### config.mk
export PLATFORM = sky130hd
export DESIGN_NAME = nx_cycle_ctrl
export DESIGN_NICKNAME = d
export VERILOG_FILES = /design/src/rtl/nx_ctrl_pkg.sv /design/src/rtl/nx_idle_detect.sv /design/src/rtl/nx_cycle_ctrl.sv
export SDC_FILE = /design/constraint.sdc
export NUM_CORES = 1
export LEC_CHECK = 0
export CORE_MARGIN = 4
export CORE_UTILIZATION = 40
export CTS_CLUSTER_DIAMETER = 120
export DETAILED_ROUTE_END_ITERATION = 16
export SLEW_MARGIN = 20
export SYNTH_ARGS = -nofsm -noshare
export SYNTH_HDL_FRONTEND = slang
export SYNTH_HIERARCHICAL = 1
export SYNTH_SLANG_ARGS = --single-unit
### constraint.sdc
create_clock -name clk_i -period 2.8 [get_ports clk_i]
set_input_delay 0.84 -clock clk_i [delete_from_list [all_inputs] [get_ports clk_i]]
set_output_delay 0.84 -clock clk_i [all_outputs]
set_load 0.01 [all_outputs]
### src/rtl/nx_ctrl_pkg.sv
// Shared types for the Nexus cycle controller: run modes and FSM states.
package nx_ctrl_pkg;

  typedef enum logic [1:0] {
    MODE_STOP  = 2'd0,
    MODE_FREE  = 2'd1,
    MODE_RUN_N = 2'd2,
    MODE_STEP  = 2'd3
  } nx_mode_e;

  typedef enum logic [1:0] {
    ST_STOPPED  = 2'd0,
    ST_RUNNING  = 2'd1,
    ST_COMPLETE = 2'd2
  } nx_state_e;

  // RUN_N and STEP both spend a remaining-trigger budget
  function automatic logic is_counted(nx_mode_e m);
    return (m == MODE_RUN_N) || (m == MODE_STEP);
  endfunction

endpackage

### src/rtl/nx_idle_detect.sv
// Combines mesh idle flags; ready once every mesh was busy and then stayed idle for SETTLE_CYCLES.
module nx_idle_detect #(
  parameter int MESHES        = 1,
  parameter int SETTLE_CYCLES = 1
) (
  input  logic              clk_i,
  input  logic              rst_i,
  input  logic [MESHES-1:0] mesh_idle_i,
  input  logic              consume_i,
  output logic              ready_o
);

  localparam int SW = $clog2(SETTLE_CYCLES + 1);

  logic          all_idle;
  logic          seen_busy_q, seen_busy_d;
  logic [SW-1:0] settle_q, settle_d;

  assign all_idle = &mesh_idle_i;
  assign ready_o  = seen_busy_q && (settle_q == SW'(SETTLE_CYCLES)) && all_idle;

  always_comb begin
    seen_busy_d = seen_busy_q;
    settle_d    = settle_q;
    if (consume_i) begin
      // a trigger re-arms detection: the mesh must go busy again
      seen_busy_d = 1'b0;
      settle_d    = '0;
    end else if (!all_idle) begin
      seen_busy_d = 1'b1;
      settle_d    = '0;
    end else if (seen_busy_q && (settle_q != SW'(SETTLE_CYCLES))) begin
      settle_d = settle_q + 1'b1;
    end
  end

  always_ff @(posedge clk_i or posedge rst_i) begin
    if (rst_i) begin
      seen_busy_q <= 1'b0;
      settle_q    <= '0;
    end else begin
      seen_busy_q <= seen_busy_d;
      settle_q    <= settle_d;
    end
  end

endmodule

### src/rtl/nx_cycle_ctrl.sv
// Nexus trigger/cycle controller: run modes, trigger issue, cycle counter, token seed.
// Optional watchdog enabled by defining NX_CYCLE_CTRL_TIMEOUT_EN.
module nx_cycle_ctrl
  import nx_ctrl_pkg::*;
#(
  parameter int MESHES         = 1,
  parameter int COLUMNS        = 3,
  parameter int COUNTER_WIDTH  = 32,
  parameter int SETTLE_CYCLES  = 1,
  parameter int TIMEOUT_CYCLES = 65535
) (
  input  logic                     clk_i,
  input  logic                     rst_i,
  input  logic [1:0]               mode_i,
  input  logic                     start_i,
  input  logic                     stop_i,
  input  logic                     clear_i,
  input  logic [COUNTER_WIDTH-1:0] limit_i,
  input  logic [MESHES-1:0]        mesh_idle_i,
  input  logic [COLUMNS-1:0]       token_release_i,
  output logic [COLUMNS-1:0]       token_grant_o,
  output logic                     trigger_o,
  output logic [COUNTER_WIDTH-1:0] counter_o,
  output logic                     busy_o,
  output logic                     done_o,
  output logic                     timeout_o
);

  if (SETTLE_CYCLES < 1 || TIMEOUT_CYCLES < 1) begin : g_param_chk
    $error("nx_cycle_ctrl: SETTLE_CYCLES and TIMEOUT_CYCLES must be >= 1");
  end

  nx_state_e                state_q;
  nx_mode_e                 mode_q;
  nx_mode_e                 req_mode;
  logic [COUNTER_WIDTH-1:0] remaining_q;
  logic [COUNTER_WIDTH-1:0] counter_q;
  logic                     trigger_q;
  logic                     first_cycle_q;
  logic                     ready;
  logic                     fire;
  logic                     start_ok;
  logic                     wd_hit;

  assign req_mode = nx_mode_e'(mode_i);
  assign start_ok = (state_q == ST_STOPPED) && start_i && !stop_i && (req_mode != MODE_STOP);
  assign fire     = (state_q == ST_RUNNING) && ready && !stop_i &&
                    (!is_counted(mode_q) || (remaining_q != '0));

  nx_idle_detect #(
    .MESHES        (MESHES),
    .SETTLE_CYCLES (SETTLE_CYCLES)
  ) u_idle (
    .clk_i       (clk_i),
    .rst_i       (rst_i),
    .mesh_idle_i (mesh_idle_i),
    .consume_i   (fire),
    .ready_o     (ready)
  );

  always_ff @(posedge clk_i or posedge rst_i) begin
    if (rst_i) begin
      state_q       <= ST_STOPPED;
      mode_q        <= MODE_STOP;
      remaining_q   <= '0;
      counter_q     <= '0;
      trigger_q     <= 1'b0;
      first_cycle_q <= 1'b1;
    end else begin
      first_cycle_q <= 1'b0;
      trigger_q     <= fire;
      unique case (state_q)
        ST_STOPPED: begin
          // clear lands before a coincident start so the new run counts from zero
          if (clear_i) counter_q <= '0;
          if (start_ok) begin
            mode_q <= req_mode;
            unique case (req_mode)
              MODE_RUN_N: begin
                remaining_q <= limit_i;
                state_q     <= (limit_i == '0) ? ST_COMPLETE : ST_RUNNING;
              end
              MODE_STEP: begin
                remaining_q <= COUNTER_WIDTH'(1);
                state_q     <= ST_RUNNING;
              end
              default: state_q <= ST_RUNNING;
            endcase
          end
        end
        ST_RUNNING: begin
          if (stop_i) begin
            state_q <= ST_STOPPED;
          end else if (fire) begin
            counter_q <= counter_q + 1'b1;
            if (is_counted(mode_q)) begin
              remaining_q <= remaining_q - 1'b1;
              if (remaining_q == COUNTER_WIDTH'(1)) state_q <= ST_COMPLETE;
            end
          end else if (wd_hit) begin
            state_q <= ST_STOPPED;
          end
        end
        ST_COMPLETE: begin
          if (clear_i) counter_q <= '0;
          state_q <= ST_STOPPED;
        end
        default: state_q <= ST_STOPPED;
      endcase
    end
  end

`ifdef NX_CYCLE_CTRL_TIMEOUT_EN
  localparam int WD_W = $clog2(TIMEOUT_CYCLES + 1);

  logic [WD_W-1:0] wd_q;
  logic            timeout_q;

  // the TIMEOUT_CYCLES-th consecutive trigger-less running cycle aborts the run
  assign wd_hit = (state_q == ST_RUNNING) && !stop_i && !fire &&
                  (wd_q == WD_W'(TIMEOUT_CYCLES - 1));

  always_ff @(posedge clk_i or posedge rst_i) begin
    if (rst_i) begin
      wd_q      <= '0;
      timeout_q <= 1'b0;
    end else begin
      if (start_ok || fire)
        wd_q <= '0;
      else if ((state_q == ST_RUNNING) && !stop_i)
        wd_q <= wd_q + 1'b1;
      if (wd_hit)
        timeout_q <= 1'b1;
      else if (clear_i)
        timeout_q <= 1'b0;
    end
  end

  assign timeout_o = timeout_q;
`else
  assign wd_hit    = 1'b0;
  assign timeout_o = 1'b0;
`endif

  assign token_grant_o = first_cycle_q ? {COLUMNS{1'b1}} : token_release_i;
  assign trigger_o     = trigger_q;
  assign counter_o     = counter_q;
  assign busy_o        = (state_q == ST_RUNNING);
  assign done_o        = (state_q == ST_COMPLETE);

endmodule

After elaboration in Yosys (flattened, before gate mapping)

Index checks and enable logic that the tools add are counted.

Register bits after elaboration: 72
Output and inout bits: 39
Word-level logic and storage cells: 78
Input port bits: 43

Multiplexer cells: 24
Bitwise gates (word level): 1
Equality and inequality tests: 18
Add/subtract/negate cells: 3
Reduce and logical (&&, ||, !) cells: 24

Operators with widths:

| operator                                           | number |
|---|---|
| 2-to-1 mux 32 bit                                  | 7 |
| case mux 32 bit (2 select lines)                   | 3 |
| adder 32 x 1 -> 32 bit, second input constant      | 1 |
| == test 32 x 1 -> 1 bit, second input constant     | 1 |
| logical NOT 32 bit                                 | 1 |
| nonzero test 32 bit                                | 1 |
| subtractor 32 x 1 -> 32 bit, second input constant | 1 |
| 2-to-1 mux 2 bit                                   | 7 |
| == test 2 bit, second input constant               | 5 |
| logical AND 1 bit                                  | 9 |
| != test 3 x 2 -> 1 bit, second input constant      | 3 |
| != test 2 x 1 -> 1 bit, second input constant      | 4 |
| AND reduction 4 bit                                | 2 |
| != test 3 x 1 -> 1 bit, second input constant      | 2 |
| AND reduction 6 bit                                | 1 |
| nonzero test 2 bit                                 | 3 |
| 2-to-1 mux 1 bit                                   | 5 |
| != test 2 bit, second input constant               | 2 |
| case mux 2 bit (2 select lines)                    | 1 |
| 2-to-1 mux 3 bit                                   | 1 |
| == test 2 x 1 -> 1 bit, second input constant      | 1 |
| logical NOT 1 bit                                  | 2 |
| logical NOT 2 bit                                  | 1 |
| logical OR 1 bit                                   | 2 |
| other kinds (4)                                    | 4 |

Longest topological paths before layout

Gate-level depths: netlist of run 1.

Depth after elaboration: 8
Gate-level depth with buffers: 9
Depth with buffers taken out: 7

By module

The synthesis of run 1 kept the hierarchy.

Modules (own cells, without submodules):

| module         | area an instance (um2) | times used | cells each | sequential area each (um2) |
|---|---|---|---|---|
| nx_cycle_ctrl  | 4570.6                 | 1          | 534        | 1727.9 |
| nx_idle_detect | 86.3                   | 1          | 8          | 50.0 |

Least setup slack after synthesis of run 1

OpenSTA, ideal clock, no wires.

Path kind: reg2reg
Start point: register remaining_q[19]
End point: register remaining_q[25]
Library setup time: 0.121 ns
Clock period less this slack: 2.596 ns
Slack: 0.204 ns
Required time: 2.679 ns
Buffers on the path: 2
Cell stages (with the launch flop): 8
Arrival: 2.475 ns
Cell sequence: dfrtp_1 -> or4_1 -> or4_4 -> buf_6 -> o31a_1 -> buf_6 -> o211a_1 -> o22a_1

Cells in the longest elaborated chain, start to end: 5
Elaborated cells between the ends (all ways): 10
Classes of those cells: add/sub: 1; eq/ne: 1; mux: 4; reduce/logical: 4

Ends and longest elaborated chain:

| what                                                                    | RTL line                                 | text |
|---|---|---|
| start, declared                                                         | nx_cycle_ctrl.sv:36                      | `logic [COUNTER_WIDTH-1:0] remaining_q;` |
| start signal, assigned                                                  | nx_cycle_ctrl.sv:80                      | `remaining_q <= limit_i;` |
| start signal, assigned                                                  | nx_cycle_ctrl.sv:97                      | `remaining_q <= remaining_q - 1'b1;` |
| subtractor 32 x 1 -> 32 bit or nonzero test 32 bit (tied branches)      | nx_cycle_ctrl.sv:97, nx_cycle_ctrl.sv:48 |  |
| 2-to-1 mux 32 bit or logical OR 1 bit (tied branches)                   | nx_cycle_ctrl.sv:96, nx_cycle_ctrl.sv:48 |  |
| 2-to-1 mux 32 bit or logical AND 1 bit (tied branches)                  | nx_cycle_ctrl.sv:94, nx_cycle_ctrl.sv:47 |  |
| 2-to-1 mux 32 bit or != test 2 x 1 -> 1 bit (tied branches)             | n/a                                      |  |
| case mux 32 bit (2 select lines) or AND reduction 6 bit (tied branches) | n/a                                      |  |

Several ways; a longest one is shown, not always the timed one. The select of a mux whose other input is x is not followed.
A chain may end at the register's enable or synchronous reset.

Worst setup path in the final report of run 1

Start point: register remaining_q[19]
End point: register remaining_q[11]

Cells in the longest elaborated chain, start to end: 5

Ends and longest elaborated chain:

| what                                    | RTL line            | text |
|---|---|---|
| nonzero test 32 bit                     | nx_cycle_ctrl.sv:48 | `(!is_counted(mode_q) \|\| (remaining_q != '0));` |
| logical OR 1 bit                        | nx_cycle_ctrl.sv:48 |  |
| logical AND 1 bit                       | nx_cycle_ctrl.sv:47 | `assign fire = (state_q == ST_RUNNING) && ready && !stop_i &&` |
| != test 2 x 1 -> 1 bit (no source line) | n/a                 |  |
| AND reduction 6 bit (no source line)    | n/a                 |  |

No other way between the ends.

==> results.cfg, run 1 <==
[final_layout]
seqCellArea_sq_um = 1780
fillCellCount = 1071
drive_gt1_share_pct = 13.2
layout_common_cells = clkdlybuf4s50_1, dfrtp_1, a21oi_1, buf_4, nand2_1
layout.nets = 684
diodes = 0
multi_input_area_sq_um = 2640
layout_commonest_cell = clkdlybuf4s50_1
area_growth_pct = 32.5
instances_no_fill = 786

[worst_setup_path]
start_kind = flip-flop
crit_type = flip-flop to flip-flop
crit_fanout = 14
cpMaxStageDelayCell = or4_1
crit_chain = or4_1, or4_4, o31a_1, o21ai_4, o22ai_1
crit_required_ps = 2990
cp-end-kind = flip-flop
max_stage_delay_ps = 540
cp.arrival_ps = 2860

[logic_synthesis]
syn_area_per_cell_sq_um = 8.59
yosys_warnings = 6
ys_types = 58
synth_area_sq_um = 4660
synthCells = 542
ys.flop_type = dfrtp_1
ys_ff_latch = 71
async_reset_ff_share_pct = 100
ys_seq_area_share_pct = 38.2
synth-edff-count = 0

[pwr]
total_power_mw = 4.04
sequentialPowerShare_pct = 37.8
leakage_nw = 2.36
powerDensity_nw_per_um2 = 654
net-switching-power_mw = 1.41
switching_share_pct = 35.0
p_clk_share_pct = 31.7
vdd_ir_drop_max_mv = 0.396
internal_power_mw = 2.62
power_frac_comb_pct = 30.4

[global_route]
grt_max_degree = 70
grt.overflow.total = 0
grt_pass1_wl_mm = 24.7
antenna_found_initial = 0
grt_pass1_vias = 4861
grt_usage_pct = 23.0

[sta]
slew_viol_final = 0
clock_skew_ps = 9.59
post-route-min-period_ps = 2670
finalSetupViolations = 0
timing_hold_violations_final = 0
holdWs_ps = 502
worstMarginPinSlew_ps = 560
fmax_mhz = 374
rsz0062_at_grt = no
timing.final.crit_share_pct = 95.4
worst_slew_margin_rel_pct = 62.6
setup_ws_ps = 129

[route]
drtPass1Iterations = 4
post_drt_via_cell_ratio = 6.32
drc = 0
routedWlPerCell_microns = 18.9
vias = 4968
drtIter0Drc = 434
antenna_left = 0
wirelength_mm = 14.8

[floorplanning]
placementRows = 39
design.die.area_sq_um = 13400
core_area_sq_um = 11400
io_pins = 82
dieWidth_microns = 116
start_util_pct = 40.8
die_h_microns = 116

[clocking]
path_clk_slew_ps = 60
cts_hold_buffers = 0
clk_path_buf_depth = 2
clock_latency_ps = 340
htree_levels = 3
cts_made_buffers = 9
cts-root-buf = clkbuf_16
cts_sinks = 71
cts_tree = yes

[placed_design]
pre_cts_ws_ps = -185
gp_congestion = 0.840
portBuffers = 80
dpl.hpwl_mm = 10.3
dp.cells = 768

[worst_hold_path]
min_path_type = flip-flop to flip-flop

[status]
status = completed

[job]
maxCapViolCount = 0
[Yosys cell counts, types with 2 or more instances]
master / instances / share of area (%)
a211oi_1: 2 / 0.32
a21o_1: 3 / 0.48
a21oi_1: 52 / 5.6
a22o_1: 2 / 0.38
a22oi_1: 4 / 0.64
a2bb2oi_2: 3 / 0.97
a31oi_1: 12 / 1.6
a32oi_1: 8 / 1.5
a41o_1: 3 / 0.64
and3_1: 7 / 0.94
and4_1: 6 / 1.1
buf_1: 7 / 0.56
buf_2: 4 / 0.43
buf_4: 3 / 0.48
buf_6: 3 / 0.73
clkbuf_1: 26 / 2.1
dfrtp_1: 70 / 38
ha_1: 3 / 0.81
inv_1: 18 / 1.5
mux2i_1: 6 / 1.3
nand2_1: 37 / 3.0
nand2b_1: 8 / 1.1
nand3_1: 14 / 1.5
nand4_1: 22 / 3.0
nor2_1: 25 / 2.0
nor2b_1: 3 / 0.40
nor3_1: 17 / 1.8
nor4_1: 29 / 3.9
nor4b_1: 3 / 0.56
o211ai_1: 14 / 2.3
o21ai_0: 27 / 2.9
o22a_1: 7 / 1.3
o22ai_1: 4 / 0.54
o2bb2ai_1: 12 / 2.3
o311ai_0: 5 / 0.94
o31a_1: 2 / 0.38
o31ai_1: 14 / 2.3
o41ai_1: 7 / 1.3
or2_2: 8 / 1.1
or3_1: 12 / 1.6
or4_1: 13 / 2.1
[path summary, 6_finish.rpt]
kind / from / cells past startpoint / slack, ps / end
max in group asynchronous: rst_i / 3 / 1520 / first_cycle_q
min: remaining_q[31] / 1 / 500 / remaining_q[31]
min in group asynchronous: rst_i / 2 / 700 / u_idle/seen_busy_q
max reg2reg: remaining_q[19] / 5 / 130 / remaining_q[11]
min reg2reg: remaining_q[31] / 1 / 500 / remaining_q[31]
max: remaining_q[19] / 5 / 130 / remaining_q[11]
[power by group through the flow]
stage / logic (mW) / registers [mW] / clock network [mW]
final: 1.23 / 1.53 / 1.28
after global routing: 1.36 / 1.57 / 1.35
after CTS: 1.22 / 1.52 / 1.30
after detailed placement: 1.20 / 1.53 / 0
after global placement: 1.18 / 1.52 / 0
after floorplan: 0.771 / 1.47 / 0
[critical path, delay by kind of cell (launching register included)]
kind	cells	cell delay (ps)
flip-flops	1	380
AND/OR/NAND/NOR	2	1080
AO/OA/AOI/OAI	3	1070
[what timing repair did]
item                       CTS  global route
pin swaps                    1             1
setup buffers                0             1
setup endpoints to repair   20             3
resized for setup            4             1
cloned                       1             0
[state kept, by name, summed over array words and instances, names as in the netlist]
register / count
counter_o: 32
first_cycle_q: 1
mode_q: 1
remaining_q: 32
state_q: 2
trigger_o: 1
u_idle/seen_busy_q: 1
u_idle/settle_q: 1
[metal layers]
layer / global-route usage [%] / up-vias / part of all wire, %
met1: 30.9 / 2419 / 43
li1: - / 2332 / -
met3: 3.71 / 16 / 6.9
met2: 38.3 / 201 / 49
met5: 0 / - / 0
met4: 6.88 / 0 / 1.5
[logic make-up (layout without fill, tap and decap cells)]
logic type      count (synthesis)  in the layout  share of synthesized area (%)
simple gates                  210            210                           25.3
buf+inv                        61            160                           5.75
other cells                     1              2                         0.0805
fa+ha+maj                       3              3                          0.806
mux                             7              7                           1.53
compound gates                189            190                           28.3
flops                          71             71                           38.2
[through the flow]
stage,area (sq um),TNS (ps),util [%]
final,6170,0,54.0
after detailed placement,5820,-4060,51.0
after global routing,6170,0,54.0
after CTS,6160,0,54.0
after global placement,5820,-3570,51.0
after floorplan,4660,0,-
[area by class of cell]
| class | instances | share of cell area [%] |
|---|---|---|
| Sequential cell | 71 | 28.8 |
| Timing Repair Buffer | 126 | 19.1 |
| Multi-Input combinational cell | 412 | 42.7 |
| Inverter | 18 | 1.12 |
| Clock buffer | 10 | 3.87 |
| Clock inverter | 6 | 1.46 |
| Tap cell | 143 | 2.90 |
No activity file was read; power rests on OpenSTA's default activity.
==> inputs of run 2 (changes only) <==
CELL_PAD_IN_SITES_DETAIL_PLACEMENT = 1   (was not set)
CELL_PAD_IN_SITES_GLOBAL_PLACEMENT = 2   (was not set)
CORE_UTILIZATION = 34   (was 40)
PLACE_DENSITY_LB_ADDON = 0.1   (was not set)
clock period = 3.32 ns   (was 2.8 ns; I/O delays follow)
==> results.cfg, run 2 (synthesis results as in run 1) <==
[global_route]
grt.overflow.total = 0
grt_pass1_vias = 4956
grt_pass1_wl_mm = 27.1
antenna_found_initial = 0
grt_usage_pct = 21.1
grt_max_degree = 59

[pwr]
sequentialPowerShare_pct = 41.1
power_frac_comb_pct = 28.7
p_clk_share_pct = 30.2
leakage_nw = 2.24
powerDensity_nw_per_um2 = 537
net-switching-power_mw = 1.16
switching_share_pct = 36.1
internal_power_mw = 2.06
vdd_ir_drop_max_mv = 0.275

[worst_setup_path]
crit_fanout = 1
path_delay_family = buffers and inverters
cpMostUsedCell = clkdlybuf4s50_1
r2r_start = remaining_q[20]
cp-end-kind = output port
start_kind = input port
reg2reg_to = remaining_q[10]
worst-path-buf-inv = 2
crit_required_ps = 2320
cp.arrival_ps = 2140
cpMaxStageDelayCell = clkdlybuf4s50_1
rrSetupSlack_ps = 220
crit_chain = clkdlybuf4s50_1, or2_2, clkdlybuf4s50_1
r2r_cells = 5
cp_num_cells = 3
max_stage_delay_ps = 480
crit_type = input port to output port

[clocking]
clock_latency_ps = 340
cts_resized = 0
cts_sinks = 71
post_cts_buffers = 0
htree_levels = 3
cts-root-buf = clkbuf_16
cts_tree = yes
cts_made_buffers = 9
cts_hold_buffers = 0
clk_path_buf_depth = 2
path_clk_slew_ps = 60

[floorplanning]
start_util_pct = 34.9
die_h_microns = 125
design.die.area_sq_um = 15600
placementRows = 42
core_area_sq_um = 13300
dieWidth_microns = 125
io_pins = 82

[sta]
post-route-min-period_ps = 3140
slew_viol_final = 0
holdWs_ps = 504
timing_hold_violations_final = 0
rsz0062_at_grt = no
finalSetupTns_ps = 0
finalSetupViolations = 0
worst_slew_margin_rel_pct = 35.5
fmax_mhz = 319
worstMarginPinSlew_ps = 964
clock_skew_ps = 5.74
timing.final.crit_share_pct = 94.5

[route]
vias = 4899
drtPass1Iterations = 4
post_drt_via_cell_ratio = 6.15
routedWlPerCell_microns = 20.9
antenna_left = 0
drc = 0
wirelength_mm = 16.7
drtIter0Drc = 385

[placed_design]
dpl.hpwl_mm = 11.7
portBuffers = 80
gp_congestion = 0.792

[job]
maxCapViolCount = 0

[final_layout]
area_growth_pct = 28.7
drive_gt1_share_pct = 9.66
fillCellCount = 1573
layout.nets = 664
diodes = 0
layout_common_cells = clkdlybuf4s50_1, dfrtp_1, a21oi_1, nand2_1, nor4_1
layout_commonest_cell = clkdlybuf4s50_1

[worst_hold_path]
min_path_type = flip-flop to flip-flop
min_to = remaining_q[31]
min_from = remaining_q[31]
hold_path_depth = 1

[status]
status = completed
-- run 2: metal layers --
metal	track usage, %	routed length [microns]	vias up
met2	35.8	8210	101
met5	0	0	-
met3	3.03	542	20
li1	-	-	2288
met1	28.1	7660	2490
met4	6.25	254	0
-- run 2: worst max-delay path by stage --
stage / startpoint / slack, ps / endpoint
3_5_place_dp: mesh_idle_i / 20 / remaining_q[21]
2_1_floorplan: rst_i / 590 / counter_o[0]
3_3_place_gp: mesh_idle_i / 50 / remaining_q[21]
4_1_cts: token_release_i[1] / 170 / token_grant_o[1]
6_report: token_release_i[1] / 180 / token_grant_o[1]
5_1_grt: remaining_q[20] / 100 / remaining_q[21]
-- run 2: power by group through the flow --
| stage | Sequential, mW | Clock [mW] | Combinational [mW] |
|---|---|---|---|
| 2_1_floorplan | 1.24 | 0 | 0.650 |
| 3_3_place_gp | 1.32 | 0 | 0.902 |
| 3_5_place_dp | 1.33 | 0 | 0.928 |
| 4_1_cts | 1.32 | 0.992 | 0.932 |
| 5_1_grt | 1.36 | 1.02 | 1.02 |
| 6_report | 1.32 | 0.972 | 0.925 |
-- run 2: area by class of cell --
| type | instances | area (sq um) | area share [%] |
|---|---|---|---|
| Timing Repair Buffer | 107 | 1030 | 17.2 |
| Tap cell | 176 | 220 | 3.67 |
| Clock inverter | 1 | 30.0 | 0.501 |
| Multi-Input combinational cell | 411 | 2620 | 43.7 |
| Sequential cell | 71 | 1780 | 29.7 |
| Clock buffer | 13 | 250 | 4.17 |
| Inverter | 18 | 67.6 | 1.13 |
-- run 2: worst register-to-register path, cell delays in order, from the launching register on --
cell and delay (ps):
dfrtp_1 430, or4_1 560, or4_4 580, o31a_1 390
o21ai_4 770, o22ai_1 210
-- run 2: metrics by stage --
stage,area [sq um],std cells,utilization [%],setup WS (ps),power [mW]
4_1_cts,5990,797,44.9,173,3.24
2_1_floorplan,4660,543,-,586,1.89
3_3_place_gp,5710,783,42.8,53.5,2.22
6_report,5990,797,44.9,183,3.22
5_1_grt,5990,797,44.9,101,3.41
3_5_place_dp,5710,783,42.8,24.7,2.26
